<file path="src/rtl/pc_unit_ras.sv">
// Fetch-stage program counter with next-PC selection and a circular return-address stack.
// Returns are redirected from the stack top, so they do not wait on rs1.
module pc_unit_ras #(
  parameter int unsigned      XLEN         = 32,
  parameter logic [XLEN-1:0]  RESET_VECTOR = '0,
  parameter int unsigned      RAS_DEPTH    = 4,
  parameter int unsigned      INSTR_BYTES  = 4
) (
  input  logic                         clk,
  input  logic                         rst,
  input  logic                         en,
  input  logic                         flush,
  input  logic [XLEN-1:0]              flush_pc,
  input  logic [2:0]                   sel,
  input  logic [XLEN-1:0]              pc_EX,
  input  logic [XLEN-1:0]              imm,
  input  logic [XLEN-1:0]              rs1,
  output logic [XLEN-1:0]              pc,
  output logic                         pc_misaligned,
  output logic [$clog2(RAS_DEPTH):0]   ras_count,
  output logic                         ras_empty,
  output logic                         ras_full
);

  localparam int unsigned PtrW = $clog2(RAS_DEPTH);
  localparam int unsigned CntW = PtrW + 1;

  localparam logic [XLEN-1:0] Inc    = XLEN'(INSTR_BYTES);
  localparam logic [CntW-1:0] DepthC = CntW'(RAS_DEPTH);

  localparam logic [2:0] SelSeq    = 3'b000;
  localparam logic [2:0] SelBranch = 3'b001;
  localparam logic [2:0] SelJalr   = 3'b010;
  localparam logic [2:0] SelCall   = 3'b011;
  localparam logic [2:0] SelRet    = 3'b100;

  logic [XLEN-1:0] pc_q, pc_d;
  logic [PtrW-1:0] sp_q, sp_d;
  logic [CntW-1:0] cnt_q, cnt_d;
  logic [XLEN-1:0] ras_q [RAS_DEPTH];

  logic            push;
  logic [XLEN-1:0] push_data;
  logic [XLEN-1:0] rel_target;
  logic [XLEN-1:0] ind_sum;
  logic [XLEN-1:0] ind_target;
  logic [PtrW-1:0] sp_dec;
  logic            cnt_zero;
  logic            cnt_full;

  assign rel_target = pc_EX + imm;
  assign ind_sum    = rs1 + imm;
  assign ind_target = {ind_sum[XLEN-1:1], 1'b0};
  // Power-of-two depth: natural pointer wrap implements the circular buffer.
  assign sp_dec     = sp_q - 1'b1;
  assign cnt_zero   = (cnt_q == '0);
  assign cnt_full   = (cnt_q == DepthC);

  always_comb begin
    pc_d      = pc_q;
    sp_d      = sp_q;
    cnt_d     = cnt_q;
    push      = 1'b0;
    push_data = pc_EX + Inc;
    if (flush) begin
      pc_d = flush_pc;
    end else if (en) begin
      case (sel)
        SelSeq:    pc_d = pc_q + Inc;
        SelBranch: pc_d = rel_target;
        SelJalr:   pc_d = ind_target;
        SelCall: begin
          pc_d  = rel_target;
          push  = 1'b1;
          sp_d  = sp_q + 1'b1;
          cnt_d = cnt_full ? cnt_q : cnt_q + 1'b1;
        end
        SelRet: begin
          if (!cnt_zero) begin
            pc_d  = ras_q[sp_dec];
            sp_d  = sp_dec;
            cnt_d = cnt_q - 1'b1;
          end else begin
            pc_d = ind_target;
          end
        end
        default: ;
      endcase
    end
  end

  always_ff @(posedge clk) begin
    if (rst) begin
      pc_q  <= RESET_VECTOR;
      sp_q  <= '0;
      cnt_q <= '0;
    end else begin
      pc_q  <= pc_d;
      sp_q  <= sp_d;
      cnt_q <= cnt_d;
    end
  end

  // Entry contents need no reset; only count and pointer define validity.
  always_ff @(posedge clk) begin
    if (!rst && push) begin
      ras_q[sp_q] <= push_data;
    end
  end

  assign pc            = pc_q;
  assign pc_misaligned = pc_q[1] | pc_q[0];
  assign ras_count     = cnt_q;
  assign ras_empty     = cnt_zero;
  assign ras_full      = cnt_full;

endmodule
</file>
<file path="config.mk">
export PLATFORM = sky130hd
export DESIGN_NAME = pc_unit_ras
export DESIGN_NICKNAME = d
export VERILOG_FILES = /design/src/rtl/pc_unit_ras.sv
export SDC_FILE = /design/constraint.sdc
export NUM_CORES = 1
export LEC_CHECK = 0
export BUFFER_PORTS_ARGS = -buffer_cell sky130_fd_sc_hd__buf_2
export CORE_ASPECT_RATIO = 0.75
export CORE_MARGIN = 10
export CORE_UTILIZATION = 45
export CTS_BUF_LIST = sky130_fd_sc_hd__clkbuf_2
export CTS_CLUSTER_DIAMETER = 120
export DETAILED_ROUTE_END_ITERATION = 16
export PLACE_DENSITY_LB_ADDON = 0.05
export SETUP_SLACK_MARGIN = 0.3
export SYNTH_ARGS = -nofsm -noshare
export SYNTH_HDL_FRONTEND = slang
export SYNTH_SLANG_ARGS = --single-unit
export TNS_END_PERCENT = 100
</file>
<file path="constraint.sdc">
create_clock -name clk -period 3.3 [get_ports clk]
set_clock_uncertainty 0.1 [all_clocks]
set_input_delay 0.99 -clock clk [delete_from_list [all_inputs] [get_ports clk]]
set_output_delay 0.99 -clock clk [all_outputs]
set_load 0.1 [all_outputs]
</file>
==> flow_summary_export.csv, run 1 <==
group,metric,value,unit
power,power_frac_seq,0.434,
critical_path,start_kind,"primary input",
layout,mostFrequentLayoutCell,"buf_4",
global_route,grt_max_degree,41,
critical_path,critPathCaptureType,"flop",
routing,vias,10700,
power,combPwrFrac,0.347,
layout,drive_above_1_share,0.334,
routing,routed_via_density,5.75,
layout,final_cell_mix,"200 x buf_4, 165 x buf_2, 128 x edfxtp_1",
timing,rsz0062_at_grt,"true",
timing,fmax,337,MHz
timing,worst_pin_slew,0.647,ns
synthesis,synth_top_flop_cell,"edfxtp_1",
synthesis,synth_top_area_cell,"edfxtp_1",
timing,hold_slack,0.327,ns
synthesis,synth_fp_nets,1369,
power,p_int,3.35,mW
global_route,grt_first_pass_wirelength,59400,um
timing,setup_viol,0,
place,portBuffers,172,
synthesis,synthTopCellsByArea,"edfxtp_1 34%, ha_1 7.3%, dfxtp_1 6.5%, mux4_2 6.3%, xnor2_1 5.3%",
timing,final_max_slew_viol_count,0,
routing,routed_wirelength,39800,um
routing,drc,0,
clocking,cts_buffer_depth,2,
die,rows,50,
synthesis,yosysWarnings,0,
clocking,numCtsBuffers,17,
timing,relSlewSlack,0.569,
layout,syn_to_final_growth,29.2,%
clocking,cts.sinks,165,
clocking,htree_levels,4,
clocking,holdBufCountCts,0,
synthesis,yosysTopAreaCellShare,0.336,
place,place_hpwl,32000,um
synthesis,synth.ff_latch_count,165,
die,die_y,158,um
power,leakagePower,5.88,nW
power,power,5.35,mW
synthesis,synthCells,1164,
place,dp_slack,-0.459,ns
die,die_w,204,um
critical_path,slowest_stage,"a2111oi_4",
critical_path,critPathArrivalTime,3.57,ns
power,p_sw,2.01,mW
synthesis,seq_area_frac_synth,0.400,
layout,final_cells,1860,
power,max-vdd-ir-drop,0.499,mV
layout,nets,1713,
synthesis,synth_edf_count,128,
die,io-pin-count,173,
routing,drt_pre_antenna_iters,7,
power,swShare,0.375,
routing,drtIter0Drc,1048,
timing,setup_slack,0.332,ns
synthesis,synth-async-reset-ratio,0,
synthesis,synth.avg_cell_area,9.84,um^2
routing,final_antenna_net_count,0,
clocking,cts_tree,"yes",
worst_hold_path,hp-class,"in2reg",
critical_path,crit_fanout,5,
clocking,cts-root-buf,"clkbuf_2",
timing,finalSetupTns,0,ns
die,die_area,32300,um^2
die,start_util,0.458,
critical_path,crit_required,3.91,ns
global_route,grt_antenna_before_repair,1,
critical_path,startpoint,"imm[8]",
clocking,clk-insertion-delay-late,0.76,ns
power,power_density,362,nW/um^2
critical_path,worst_path_most_repeated_cell,"nand4_1",
timing,fin_crit,2.97,ns
timing,hold_viol,0,
place,dpl.cell_count,1827,
critical_path,worstReg2RegEnd,"pc[24]",
critical_path,reg2regPathDepth,8,
clocking,clk_pin_slew_worst_paths,0.28,ns
run,cap_viol_max_count,0,
die,core_area,25000,um^2
critical_path,worstSetupPathType,"in2reg",
timing,post-route-period-util,0.899,
power,power_frac_clock,0.218,
global_route,track_usage,0.241,
global_route,first_global_vias,10200,
critical_path,r2r-start,"pc[14]",
routing,wl_per_cell,21.4,um
place,gp_congestion,0.960,
synthesis,synth_area,11500,um^2
critical_path,crit_chain,"buf_2 > buf_4 > ha_4 > nand4_1 > a2111oi_4 > o21bai_1 > nand4_1 > a211o_1 > a41oi_2 > xnor2_1 > a21oi_1 > a211oi_1",
outcome,status,"completed",
global_route,grt.overflow.total,0,
critical_path,worst_path_largest_cell_delay,0.37,ns
critical_path,critPathCapture,"pc[29]",
synthesis,yosysUniqueCellTypes,70,
critical_path,r2r_slack,0.60,ns
[layer usage]
metal / routed length (um) / GRT usage / up-vias
met4: 631 / 0.0521 / 0
met2: 16400 / 0.341 / 410
met1: 19000 / 0.358 / 5123
li1: - / - / 5135
met3: 3750 / 0.0623 / 36
met5: 0 / 0 / -
[worst min path at each step]
stage,start,slack [ns],endpoint,cells past startpoint
6_report,flush_pc[2],0.33,pc[2],3
5_1_grt,flush_pc[8],0.24,pc[8],3
4_1_cts,flush_pc[5],0.24,pc[5],3
3_5_place_dp,sp_q[1],0.46,sp_q[1],2
3_3_place_gp,sp_q[1],0.45,sp_q[1],2
2_1_floorplan,sp_q[1],0.40,sp_q[1],2
[what timing repair did]
| action | 4_1_cts | 5_1_grt |
|---|---|---|
| endpoints found under the setup margin | 3 | 6 |
| buffers inserted | 0 | 0 |
| resized for setup | 3 | 8 |
[power groups by stage]
stage	clock network [mW]	logic (mW)	registers (mW)
floorplan	0	0.899	2.57
global placement	0	1.81	2.37
detailed placement	0	1.82	2.37
CTS	1.21	1.83	2.32
global route	1.29	2.00	2.33
finish	1.17	1.86	2.32
[cell families (layout without fill, tap and decap cells)]
kind of cell	after synthesis	after routing	synth area share
other cells	0	1	0
xor+xnor	108	108	0.0826
compound gates	326	326	0.187
simple gates	382	382	0.157
flops	165	165	0.400
mux	38	38	0.0682
buf+inv	75	432	0.0262
fa+ha+maj	70	70	0.0784
[critical path: cells and delay by family]
family	cells	cell delay, ns
fa+ha+maj	1	0.29
buf+inv	2	0.28
simple gates	2	0.45
xor+xnor	1	0.29
compound gates	6	1.26
[flip-flops by register name, indices dropped and copies added (netlist names)]
| name | flops |
|---|---|
| ras_q | 128 |
| pc | 32 |
| ras_count | 3 |
| sp_q | 2 |
[cell usage after synthesis (9+ instances only)]
| master | instances |
|---|---|
| a211oi_1 | 23 |
| nand2_1 | 90 |
| nand2b_1 | 12 |
| xnor2_1 | 69 |
| edfxtp_1 | 128 |
| o21bai_1 | 10 |
| a21oi_1 | 116 |
| nor2_1 | 120 |
| o21ai_0 | 48 |
| inv_1 | 21 |
| dfxtp_1 | 37 |
| nand3_1 | 37 |
| nor3_1 | 34 |
| a31oi_1 | 12 |
| and3_1 | 16 |
| and2_1 | 9 |
| ha_1 | 67 |
| a21o_1 | 31 |
| mux4_2 | 32 |
| nand4_1 | 27 |
| o221ai_1 | 9 |
| xor2_1 | 39 |
| clkbuf_1 | 39 |
| a221oi_1 | 24 |
[through the flow]
step	util	cell area (um^2)
detailed placement	0.579	14500
global placement	0.579	14500
floorplan	-	11800
finish	0.592	14800
CTS	0.590	14800
global route	0.592	14800
[layout make-up]
cell class | instances | area (um^2)
sequential | 165 | 4590
multi-input combinational | 924 | 6880
inverter | 21 | 81.3
fill | 2229 | 10200
clock buffer | 17 | 85.1
tap | 338 | 423
clock inverter | 15 | 176
timing repair buffer | 379 | 2560
antenna | 1 | 2.50
No activity file was read; power rests on OpenSTA's default activity.
==> run 2, diff against run 1 <==
--- a/config.mk
+++ b/config.mk
@@ -5,6 +5,7 @@
 export SDC_FILE = /design/constraint.sdc
 export NUM_CORES = 1
 export LEC_CHECK = 0
+export ABC_AREA = 1
 export BUFFER_PORTS_ARGS = -buffer_cell sky130_fd_sc_hd__buf_2
 export CORE_ASPECT_RATIO = 0.75
 export CORE_MARGIN = 10
==> constraint.sdc (replaced) <==
create_clock -name clk -period 3.3 [get_ports clk]
set_clock_uncertainty 0.1 [all_clocks]
set_input_delay 0.99 -clock clk [delete_from_list [all_inputs] [get_ports clk]]
set_output_delay 0.99 -clock clk [all_outputs]
set_load 0.05 [all_outputs]
==> flow_summary_export.csv, run 2 <==
group,metric,value,unit
outcome,status,"completed",
power,combPwrFrac,0.308,
synthesis,synth_fp_nets,2018,
clocking,clk-insertion-delay-late,0.80,ns
power,p_int,3.01,mW
clocking,post-cts-setup-buffers,0,
critical_path,critical-path-top-delay-family,"buffers and inverters",
global_route,top_usage_layer,"met2",
critical_path,reg2regPathDepth,10,
clocking,holdBufCountCts,0,
global_route,first_global_vias,11800,
layout,top_register,"ras_q",
run,cap_viol_max_count,0,
routing,vias,12900,
critical_path,crit_fanout,4,
synthesis,synthTopCellsByArea,"edfxtp_1 30%, nand2_1 15%, ha_1 6.6%, inv_1 6.3%, dfxtp_1 5.8%",
worst_hold_path,whs_endpoint,"pc[1]",
timing,fmax,352,MHz
die,die_y,166,um
die,start_util,0.456,
timing,rsz0062_at_grt,"true",
routing,routed_wirelength,47700,um
global_route,grt.overflow.total,0,
synthesis,yosysTopAreaCellShare,0.301,
layout,nets,2213,
global_route,grt_use_met2,0.396,
layout,syn_to_final_growth,14.4,%
clocking,cts_tree,"yes",
routing,wl_per_cell,19.8,um
power,power_density,343,nW/um^2
layout,fillers,2936,
synthesis,synth.ff_latch_count,165,
critical_path,worst_path_largest_cell_delay,0.40,ns
routing,final_antenna_net_count,0,
power,p_sw,2.00,mW
global_route,grt_max_degree,67,
synthesis,seq_area_frac_synth,0.359,
layout,stdcell_area,14600,um^2
critical_path,slowest_stage,"dfxtp_2",
die,die_area,35600,um^2
place,dpl.cell_count,2374,
clocking,cts-root-buf,"clkbuf_2",
synthesis,yosysUniqueCellTypes,52,
timing,finalSetupTns,0,ns
synthesis,synth.avg_cell_area,7.04,um^2
critical_path,critPathArrivalTime,1.75,ns
global_route,track_usage,0.260,
power,power_frac_clock,0.226,
power,swShare,0.399,
critical_path,critPathCaptureType,"output port",
power,power_frac_seq,0.466,
critical_path,crit_chain,"inv_1 > nand3_1 > inv_1 > buf_6",
synthesis,synthMostInstantiatedCell,"nand2_1",
timing,worst_pin_slew,0.735,ns
power,max-vdd-ir-drop,0.206,mV
layout,largest_reg_flops,128,
global_route,grt_antenna_before_repair,1,
synthesis,synth-async-reset-ratio,0,
critical_path,worstSetupPathType,"reg2out",
worst_hold_path,hold_path_depth,3,
die,core_area,28000,um^2
layout,mostFrequentLayoutCell,"nand2_1",
clocking,cts.sinks,165,
die,rows,53,
die,io-pin-count,173,
place,place_hpwl,38100,um
place,gp_congestion,0.972,
synthesis,synth_top_area_cell,"edfxtp_1",
worst_hold_path,hp-class,"in2reg",
clocking,numCtsBuffers,17,
synthesis,synth_top_flop_cell,"edfxtp_1",
worst_hold_path,worstHoldStart,"flush_pc[1]",
global_route,grt_first_pass_wirelength,71500,um
critical_path,start_kind,"flop",
synthesis,synth_area,12800,um^2
layout,finish.utilization,0.522,
layout,drive_above_1_share,0.153,
timing,hold_viol,0,
synthesis,synth_edf_count,128,
routing,drt_pre_antenna_iters,6,
routing,drtIter0Drc,1218,
timing,fin_crit,2.84,ns
clocking,cts_buffer_depth,2,
synthesis,yosysWarnings,0,
layout,multi_input_area,7130,um^2
clocking,htree_levels,4,
layout,final_cells,2407,
synthesis,post_synth_most_frequent_cells,"525 x nand2_1, 215 x inv_1, 190 x nor2_1, 131 x a21oi_1, 128 x edfxtp_1",
place,portBuffers,172,
routing,routed_via_density,5.36,
die,die_w,215,um
timing,final_max_slew_viol_count,0,
routing,drc,0,
timing,setup_viol,0,
critical_path,crit_required,2.21,ns
critical_path,r2r-start,"sp_q[1]",
critical_path,r2r_slack,0.79,ns
place,dpl-instance-area,14400,um^2
critical_path,worst_path_most_repeated_cell,"inv_1",
timing,relSlewSlack,0.510,
layout,register_area,4590,um^2
critical_path,worstReg2RegEnd,"pc[6]",
clocking,clk_pin_slew_worst_paths,0.30,ns
global_route,use_met3,0.0630,
layout,final_cell_mix,"525 x nand2_1, 215 x inv_1, 186 x nor2_1",
synthesis,synthCells,1813,
global_route,gr-usage-met1,0.367,
critical_path,cp_num_buf_inv,3,
power,leakagePower,6.72,nW
timing,post-route-period-util,0.860,
[run 2: worst max-delay path by stage]
stage	startpoint	end	slack, ns	depth (start not counted)
CTS	ras_count[2]	ras_full	0.35	3
global route	ras_count[2]	ras_full	0.30	3
floorplan	sel[0]	ras_q[0][0]	-0.14	6
global placement	imm[16]	pc[18]	-0.02	13
finish	ras_count[0]	ras_empty	0.46	4
detailed placement	imm[16]	pc[18]	0.01	13
[run 2: stage by stage]
| stage | hold slack (ns) | setup slack (ns) | total power [mW] |
|---|---|---|---|
| final | 0.314 | 0.460 | 5.01 |
| after global routing | 0.222 | 0.298 | 5.27 |
| after CTS | 0.238 | 0.350 | 5.00 |
| after detailed placement | 0.392 | 0.0104 | 3.89 |
| after global placement | 0.378 | -0.0191 | 3.88 |
| after floorplan | 0.390 | -0.140 | 3.34 |
[run 2: tightest hold or removal path, delay by kind of cell]
kind	cells	cell delay (ns)
buffers and inverters	1	0.10
AO/OA/AOI/OAI	1	0.08
AND/OR/NAND/NOR	1	0.05
[run 2: logic make-up (layout without fill, tap and decap cells)]
kind of cell	Yosys count	after routing	synth area share
AND/OR/NAND/NOR	922	922	0.307
other	0	1	0
buffers and inverters	281	489	0.0832
flip-flops	165	165	0.359
multiplexers	1	1	0.000784
adder cells (fa/ha/maj)	70	70	0.0704
AO/OA/AOI/OAI	316	316	0.140
XOR/XNOR	58	58	0.0398
[run 2: repair_timing]
action,CTS,global route
cloned,0,0
gates resized for setup,1,4
setup endpoints to repair,1,2
[run 2: area by class of cell]
class | instances | area share
multi-input combinational | 1367 | 0.488
sequential | 165 | 0.314
timing repair buffer | 218 | 0.0875
clock buffer | 18 | 0.00617
tap | 385 | 0.0330
clock inverter | 14 | 0.00942
antenna | 1 | 0.000171
inverter | 239 | 0.0614
[run 2: power groups by stage]
stage	clock network [mW]	logic [mW]	registers [mW]
after floorplan	0	0.861	2.48
after global placement	0	1.51	2.38
after detailed placement	0	1.51	2.38
after CTS	1.15	1.52	2.33
after global routing	1.23	1.70	2.34
final	1.13	1.54	2.33
[run 2: routing by layer]
layer | share of wire | routed length, um | up-vias
met3 | 0.083 | 3950 | 31
met4 | 0.012 | 555 | 0
met1 | 0.47 | 22300 | 5940
li1 | - | - | 6420
met5 | 0 | 0 | -
met2 | 0.44 | 20900 | 517
==> run 3, diff against run 2 <==
--- a/config.mk
+++ b/config.mk
@@ -14,6 +14,7 @@
 export CTS_CLUSTER_DIAMETER = 120
 export DETAILED_ROUTE_END_ITERATION = 16
 export PLACE_DENSITY_LB_ADDON = 0.05
+export REMOVE_ABC_BUFFERS = 1
 export SETUP_SLACK_MARGIN = 0.3
 export SYNTH_ARGS = -nofsm -noshare
 export SYNTH_HDL_FRONTEND = slang
==> flow_summary_export.csv, run 3 (synthesis gave the netlist of run 2 again) <==
group,metric,value,unit
routing,drtIter0Drc,1299,
die,rows,53,
timing,setup_viol,0,
layout,final_cell_mix,"525 x nand2_1, 214 x inv_1, 186 x nor2_1",
global_route,first_global_vias,11600,
layout,stdcell_area,14600,um^2
routing,routed_via_density,5.35,
place,dpl-instance-area,14400,um^2
critical_path,reg2regPathDepth,11,
critical_path,worstReg2RegEnd,"pc[31]",
clocking,cts.sinks,165,
worst_hold_path,hp-class,"in2reg",
clocking,clk_pin_slew_worst_paths,0.32,ns
power,combPwrFrac,0.300,
power,swShare,0.396,
timing,final_max_slew_viol_count,0,
clocking,holdBufCountCts,0,
critical_path,critPathArrivalTime,1.80,ns
global_route,track_usage,0.259,
global_route,use_met3,0.0482,
power,p_int,3.10,mW
layout,nets,2213,
global_route,grt_antenna_before_repair,1,
power,leakagePower,6.75,nW
die,io-pin-count,173,
power,power_frac_clock,0.245,
place,gp_congestion,1.01,
die,die_w,215,um
routing,wl_per_cell,19.9,um
timing,hold_slack,0.272,ns
routing,routed_wirelength,47900,um
timing,rsz0062_at_grt,"false",
critical_path,worst_path_largest_cell_delay,0.41,ns
layout,register_area,4590,um^2
power,power_density,350,nW/um^2
timing,finalSetupTns,0,ns
run,cap_viol_max_count,0,
die,die_y,166,um
clocking,clk-insertion-delay-late,0.83,ns
global_route,grt_max_degree,67,
layout,final_cells,2409,
critical_path,crit_fanout,4,
layout,fillers,2914,
critical_path,r2r_slack,0.81,ns
critical_path,start_kind,"flop",
routing,final_antenna_net_count,0,
routing,drc,0,
timing,worst_pin_slew,0.750,ns
timing,fin_crit,2.89,ns
critical_path,cp_num_buf_inv,3,
critical_path,slowest_stage,"dfxtp_2",
worst_hold_path,hold_path_depth,3,
timing,relSlewSlack,0.500,
global_route,grt_first_pass_wirelength,70900,um
routing,vias,12900,
layout,syn_to_final_growth,14.7,%
worst_hold_path,worstHoldStart,"flush_pc[0]",
die,core_area,28000,um^2
timing,fmax,346,MHz
timing,post-route-period-util,0.877,
timing,hold_viol,0,
clocking,cts_buffer_depth,2,
critical_path,worstSetupPathType,"reg2out",
die,die_area,35600,um^2
clocking,cts_tree,"yes",
layout,top_register,"ras_q",
clocking,numCtsBuffers,17,
place,place_hpwl,38500,um
layout,mostFrequentLayoutCell,"nand2_1",
clocking,cts-root-buf,"clkbuf_2",
critical_path,cp.depth,4,
layout,drive_above_1_share,0.154,
critical_path,critical-path-top-delay-family,"buffers and inverters",
routing,drt_pre_antenna_iters,5,
critical_path,crit_chain,"inv_1 > nand3_2 > inv_2 > buf_6",
power,p_sw,2.03,mW
outcome,status,"completed",
die,start_util,0.456,
critical_path,r2r-start,"pc[4]",
global_route,grt_use_met2,0.378,
place,dpl.cell_count,2374,
global_route,gr-usage-met1,0.378,
layout,multi_input_area,7140,um^2
place,portBuffers,172,
clocking,htree_levels,4,
power,max-vdd-ir-drop,0.246,mV
layout,largest_reg_flops,128,
worst_hold_path,whs_endpoint,"pc[0]",
critical_path,crit_required,2.21,ns
global_route,top_usage_layer,"met1",
global_route,grt.overflow.total,0,
power,power_frac_seq,0.455,
critical_path,critPathCaptureType,"output port",
run 3: cell count changes in the layout (fill, tap and decap cells not counted), moves of 2 or more:
cell / delta
clkinvlp_4: -3
diode_2: +2
clkinv_8: +2
inv_6: +3
run 3: repair_timing:
item                                    in CTS  in global routing
setup buffers                                0                  0
pin swaps                                    0                  0
endpoints found under the setup margin       1                  2
resized for setup                            3                  5
run 3: routing by layer:
layer	part of all wire	routed length [um]	vias to the layer above
met2	0.42	20200	460
met1	0.48	22900	5963
met5	0	0	-
li1	-	-	6418
met3	0.077	3690	53
met4	0.023	1120	0
run 3: how the worst max path moves through the flow:
stage | from | endpoint | slack (ns)
floorplan | sel[0] | ras_q[0][0] | -0.91
global placement | imm[16] | pc[18] | -0.01
detailed placement | imm[16] | pc[18] | 0.01
CTS | ras_count[2] | ras_full | 0.30
global route | ras_count[0] | ras_empty | 0.30
finish | ras_count[0] | ras_empty | 0.41
run 3: power by group through the flow:
| stage | sequential, mW | clock (mW) | combinational [mW] |
|---|---|---|---|
| final | 2.33 | 1.26 | 1.54 |
| after global placement | 2.37 | 0 | 1.50 |
| after global routing | 2.34 | 1.36 | 1.69 |
| after CTS | 2.33 | 1.28 | 1.51 |
| after floorplan | 2.48 | 0 | 0.841 |
| after detailed placement | 2.37 | 0 | 1.51 |
run 3: metrics by stage:
stage | utilization | setup WS (ns) | power [mW]
3_5_place_dp | 0.513 | 0.0116 | 3.88
3_3_place_gp | 0.513 | -0.0135 | 3.87
5_1_grt | 0.523 | 0.304 | 5.38
4_1_cts | 0.523 | 0.303 | 5.13
6_report | 0.523 | 0.407 | 5.13
2_1_floorplan | - | -0.913 | 3.32
run 3: cell type report:
class                      instances  share of cell area
multi-input combinational       1367               0.488
sequential                       165               0.313
timing repair buffer             218              0.0864
inverter                         239              0.0612
tap                              385              0.0329
clock inverter                    15              0.0125
clock buffer                      17             0.00581
antenna                            3            0.000512
run 3: worst register-to-register path: stages, from the launching register on:
cell and delay, ns:
dfxtp_1 0.54, nand3_1 0.15, nor2_1 0.17, nand2_1 0.26
nor2_2 0.40, nand2_1 0.09, nand2_1 0.06, nand2_1 0.05
a21oi_1 0.22, nand4_1 0.19, nand2_1 0.09, a21oi_1 0.06
